==> src/rtl/cam_ram_arbiter.sv <==
// rtl/cam_ram_arbiter.sv - shares the data RAM between the CPU memory stage and a camera pixel FIFO
//
// The CPU owns the RAM port whenever cpu_mem_req is high and is never stalled.
// Camera pixels queue in a small FIFO and drain into the frame buffer on the
// cycles the CPU leaves the port idle.
//
// Ports:
//   clk, reset           system clock; asynchronous active-low reset
//   cpu_mem_req          CPU load/store this cycle
//   write_enable         CPU store strobe (qualified by cpu_mem_req)
//   WriteAddress         CPU word address
//   WriteData            CPU store data
//   ReadData             CPU load data (ram_q passed straight through)
//   cam_valid/cam_pixel  camera pixel strobe and 8-bit grey value
//   cam_ready            FIFO has room
//   clear_overflow       clears the sticky overflow flag
//   overflow             a pixel was dropped because the FIFO was full
//   frame_done           one-cycle pulse after the last pixel of a frame is written
//   ram_address/ram_data/ram_wren/ram_q  single-port RAM macro interface
module cam_ram_arbiter #(
    parameter int                ADDR_W       = 32,
    parameter logic [ADDR_W-1:0] FRAME_BASE   = 'h0000_1000,
    parameter int                FRAME_PIXELS = 76800,
    parameter int                FIFO_DEPTH   = 8
) (
    input  logic              clk,
    input  logic              reset,
    input  logic              cpu_mem_req,
    input  logic              write_enable,
    input  logic [ADDR_W-1:0] WriteAddress,
    input  logic [31:0]       WriteData,
    output logic [31:0]       ReadData,
    input  logic              cam_valid,
    input  logic [7:0]        cam_pixel,
    output logic              cam_ready,
    input  logic              clear_overflow,
    output logic              overflow,
    output logic              frame_done,
    output logic [ADDR_W-1:0] ram_address,
    output logic [31:0]       ram_data,
    output logic              ram_wren,
    input  logic [31:0]       ram_q
);

    localparam int                PTR_W     = (FIFO_DEPTH > 1) ? $clog2(FIFO_DEPTH) : 1;
    localparam logic [PTR_W:0]    DEPTH_CNT = (PTR_W+1)'(FIFO_DEPTH);
    localparam logic [PTR_W:0]    CNT_ONE   = (PTR_W+1)'(1);
    localparam logic [PTR_W-1:0]  PTR_ONE   = PTR_W'(1);
    localparam logic [ADDR_W-1:0] ADDR_ONE  = ADDR_W'(1);
    localparam logic [ADDR_W-1:0] LAST_ADDR = FRAME_BASE + ADDR_W'(FRAME_PIXELS - 1);

    logic [7:0]        fifo_mem [FIFO_DEPTH];
    logic [PTR_W-1:0]  wr_ptr;
    logic [PTR_W-1:0]  rd_ptr;
    logic [PTR_W:0]    count;
    logic [ADDR_W-1:0] pix_addr;

    logic full;
    logic empty;
    logic push;
    logic pop;
    logic pix_last;

    assign full      = (count == DEPTH_CNT);
    assign empty     = (count == '0);
    assign cam_ready = ~full;

    // Fullness is judged on the pre-edge count, so a pop in the same cycle
    // never frees a slot for a pixel arriving while full.
    assign push     = reset & cam_valid & ~full;
    assign pop      = reset & ~cpu_mem_req & ~empty;
    assign pix_last = (pix_addr == LAST_ADDR);

    assign ReadData = ram_q;

    always_comb begin
        ram_address = pix_addr;
        ram_data    = '0;
        ram_wren    = 1'b0;
        if (cpu_mem_req) begin
            ram_address = WriteAddress;
            ram_data    = WriteData;
            ram_wren    = write_enable;
        end else if (pop) begin
            ram_data = {24'b0, fifo_mem[rd_ptr]};
            ram_wren = 1'b1;
        end
    end

    // Pixel storage needs no reset: an entry is only read once count covers it.
    always_ff @(posedge clk) begin
        if (push) begin
            fifo_mem[wr_ptr] <= cam_pixel;
        end
    end

    always_ff @(posedge clk or negedge reset) begin
        if (!reset) begin
            wr_ptr     <= '0;
            rd_ptr     <= '0;
            count      <= '0;
            pix_addr   <= FRAME_BASE;
            overflow   <= 1'b0;
            frame_done <= 1'b0;
        end else begin
            if (push) begin
                wr_ptr <= wr_ptr + PTR_ONE;
            end
            if (pop) begin
                rd_ptr   <= rd_ptr + PTR_ONE;
                pix_addr <= pix_last ? FRAME_BASE : pix_addr + ADDR_ONE;
            end
            case ({push, pop})
                2'b10:   count <= count + CNT_ONE;
                2'b01:   count <= count - CNT_ONE;
                default: count <= count;
            endcase
            frame_done <= pop & pix_last;
            // A drop in the same cycle as a clear request keeps the flag set.
            if (cam_valid && full) begin
                overflow <= 1'b1;
            end else if (clear_overflow) begin
                overflow <= 1'b0;
            end
        end
    end

endmodule

==> config.mk <==
export PLATFORM = sky130hd
export DESIGN_NAME = cam_ram_arbiter
export DESIGN_NICKNAME = d
export VERILOG_FILES = /design/src/rtl/cam_ram_arbiter.sv
export SDC_FILE = /design/constraint.sdc
export NUM_CORES = 1
export LEC_CHECK = 0
export CORE_MARGIN = 2
export CORE_UTILIZATION = 48
export DETAILED_ROUTE_END_ITERATION = 12
export PLACE_DENSITY = 0.83
export SLEW_MARGIN = 10
export SYNTH_ARGS = -nofsm -noshare
export SYNTH_HDL_FRONTEND = slang
export SYNTH_SLANG_ARGS = --single-unit
==> constraint.sdc <==
create_clock -name clk -period 4.7 [get_ports clk]
set_clock_uncertainty 0.2 [all_clocks]
set_input_delay 1.41 -clock clk [delete_from_list [all_inputs] [get_ports clk]]
set_output_delay 1.41 -clock clk [all_outputs]
set_load 0.05 [all_outputs]
==> results by group <==
Outcome
  – Status: complete, no violations

GRT
  – First-pass GRT wire length: between 20000 and 25000 um
  – Vias in the first global route: between 4000 and 5000
  – Largest net degree at the start of global routing: 47
  – GRT Overall Usage: between 20% and 30%
  – Grt ovf: 0
  – Antenna violations before repair: 0

Drt
  – Vias: 3962
  – Iteration count of the initial detailed-routing pass: 5
  – Post-route ant nets: 0
  – Vias per cell: between 5 and 6
  – Drt total wl: about 13000 um
  – Number of DRC markers in iteration 0: about 220
  – Post-Route M1 WL: about 5300 um
  – Wire length on met3: between 900 and 1000 um
  – Metal2 WL: 6770 um
  – Mean routed wirelength per cell: around 19 um
  – DR top layer: met4
  – Number of remaining DRC errors: 0

Clock tree
  – CTS root buffer: clkbuf_16
  – Resized Gates After CTS: 0
  – Total CTS buffers: 9
  – CTS sink cnt: between 100 and 150
  – CTS tree: yes
  – Post-CTS Setup Repair Bufs: 0
  – Clk slew on worst S/H paths: 0.07 ns
  – CTS HTree Levels: 3
  – Clock Path Buffers: 2
  – Clk Latency, worst-skew pair: 0.35 ns
  – CTS Hold Bufs: 0

Cells and area
  – Commonest cells after routing, fill and taps aside: clkdlybuf4s50_1 (78), edfxtp_1 (64), buf_4 (64)
  – Fill cell count: 842
  – Syn-to-layout area delta: 31.3%
  – Post-Layout Cell Count: between 700 and 800
  – Fraction of layout cells with a size suffix above 1: 28.2%
  – Antenna Diode Count: 0
  – Final core occ: between 60 and 70%
  – Commonest non-fill, non-tap cell in the layout: clkdlybuf4s50_1
  – NumNets Final: slightly below 700

Placement
  – GPL Wtd Cong: 0.839
  – Port buffer count: between 100 and 150
  – DPL Wire Length: between 9000 and 10000 um
  – DP Cell Count: around 700

Synth
  – EDFF count, synth: 64
  – Netlist Area Pre-Place: between 0.005 and 0.006 mm2
  – Top FF cell, synth: edfxtp_1
  – Register area share after synthesis: between 50 and 60%
  – FF+latch count, synth: ~110
  – Syn Inst Count: 445
  – Ys Warns: 0
  – Fraction of registers with async set or reset after synthesis: between 40% and 50%
  – Mean Syn Cell Area: 12.6 um2
  – Synth cell types: 48
  – Syn nets: approximately 560

Hold path
  – Min-Delay Path Class: flop to flop

Worst setup path
  – Worst Path Arrival: 2.61 ns
  – CP required: around 3 ns
  – FF-to-FF setup slack: about 1.7 ns
  – Worst Setup Path Type: primary input to primary output
  – Crit start category: primary input
  – Largest fanout on the critical path: 10
  – Crit. End Element: primary output

Pwr
  – PD cells: around 410 mW/mm2
  – Leak Pwr: just under 3 nW
  – Peak supply drop: ~0.00025 V

Floorplanning
  – Num rows: 39
  – Die area: roughly 0.013 mm2
  – I/O pin cnt: 210
  – Core box area: roughly 0.011 mm2
  – Die Ht: 112 um
  – Initial core utilization: slightly below 50%
  – Chip width: 112 um

Timing
  – Fin. max-slew vios: 0
  – Final setup fails: 0
  – Min Tclk post-route: between 4 and 5 ns
  – RSZ-0062 raised after global routing: no
  – Slew @ Worst Pin: ~0.82 ns
  – Setup TNS: 0 ns
  – Final Hold Fails: 0
  – Fmax: 0.237 GHz
  – Relative slew slack: between 40 and 50%
  – Period utilization: about nine tenths

Job
  – Max_cap viols: 0
[layer usage]
| metal | GRT usage (%) | up-vias |
|---|---|---|
| li1 | - | 1846 |
| met1 | 27.1 | 1941 |
| met2 | 36.5 | 150 |
| met3 | 4.75 | 25 |
| met4 | 5.69 | 0 |
| met5 | 0 | - |
[kinds of logic after synthesis]
logic type | share of synthesized area [%]
compound gates | 3.07
fa+ha+maj | 1.34
buf+inv | 6.23
simple gates | 16.7
xor+xnor | 4.99
flops | 53.8
mux | 13.8
[worst paths after layout]
| path | start | endpoint | cells past startpoint |
|---|---|---|---|
| max in group asynchronous | reset | pix_addr[9] | 2 |
| min in group asynchronous | reset | count[3] | 2 |
| hold reg to reg | pix_addr[31] | pix_addr[31] | 1 |
| hold / removal | pix_addr[31] | pix_addr[31] | 1 |
| setup / recovery | cpu_mem_req | ram_data[5] | 6 |
| setup reg to reg | count[1] | count[2] | 10 |
[synthesized netlist by cell type, types with 2 or more instances]
master | instances | area (um2)
a211oi_1 | 2 | 15.0
a21oi_1 | 5 | 25.0
and2_1 | 25 | 156
and3_1 | 4 | 25.0
and4_1 | 3 | 26.3
buf_1 | 2 | 7.51
buf_2 | 4 | 20.0
buf_4 | 33 | 248
clkbuf_1 | 12 | 45.0
dfrtp_1 | 43 | 1080
edfxtp_1 | 64 | 1920
ha_1 | 6 | 75.1
inv_1 | 6 | 22.5
inv_2 | 2 | 7.51
mux2_2 | 29 | 327
mux2i_1 | 8 | 80.1
mux4_2 | 16 | 360
nand2_1 | 38 | 143
nand2b_1 | 6 | 37.5
nand3_1 | 13 | 65.1
nand4_1 | 9 | 56.3
nor2_1 | 10 | 37.5
nor3_1 | 10 | 50.1
nor4_1 | 6 | 37.5
nor4_2 | 8 | 100
o21ai_0 | 13 | 65.1
o21ai_1 | 9 | 45.0
or2_2 | 2 | 12.5
or3_1 | 5 | 31.3
or4_1 | 4 | 30.0
xnor2_1 | 16 | 140
xor2_1 | 16 | 140
[critical path, cell delays in order]
cell and delay [ns]:
buf_2 0.13, nor2b_1 0.18, nand2_1 0.21, buf_4 0.24, o21ai_1 0.26, buf_12 0.18
[final cells by class]
class | instances | area [um2] | area share, %
sequential | 108 | 3020 | 41.0
clock inverter | 7 | 83.8 | 1.14
clock buffer | 9 | 225 | 3.05
tap | 143 | 179 | 2.42
inverter | 8 | 30.0 | 0.407
timing repair buffer | 160 | 1590 | 21.6
multi-input combinational | 278 | 2240 | 30.4
[metrics by stage]
stage	worst slack (ns)	hold slack [ns]	instance area (um2)	total power, mW
3_3_place_gp	0.583	0.294	7070	2.25
5_1_grt	0.439	0.347	7380	3.17
6_report	0.484	0.308	7380	3.03
4_1_cts	0.496	0.314	7380	3.05
3_5_place_dp	0.493	0.302	7070	2.29
2_1_floorplan	-0.0193	0.260	5620	1.99
[sequential cells by signal, indices dropped and copies added (netlist names)]
signal,count
count,4
fifo_mem,64
frame_done,1
overflow,1
pix_addr,32
rd_ptr,3
wr_ptr,3
[power by group]
group	switching, mW	internal (mW)	total, mW
clock	0.379	0.383	0.763
combinational	0.516	0.479	0.995
sequential	0.153	1.12	1.27
total	1.05	1.98	3.03
Power figures use the tool's default switching activity.
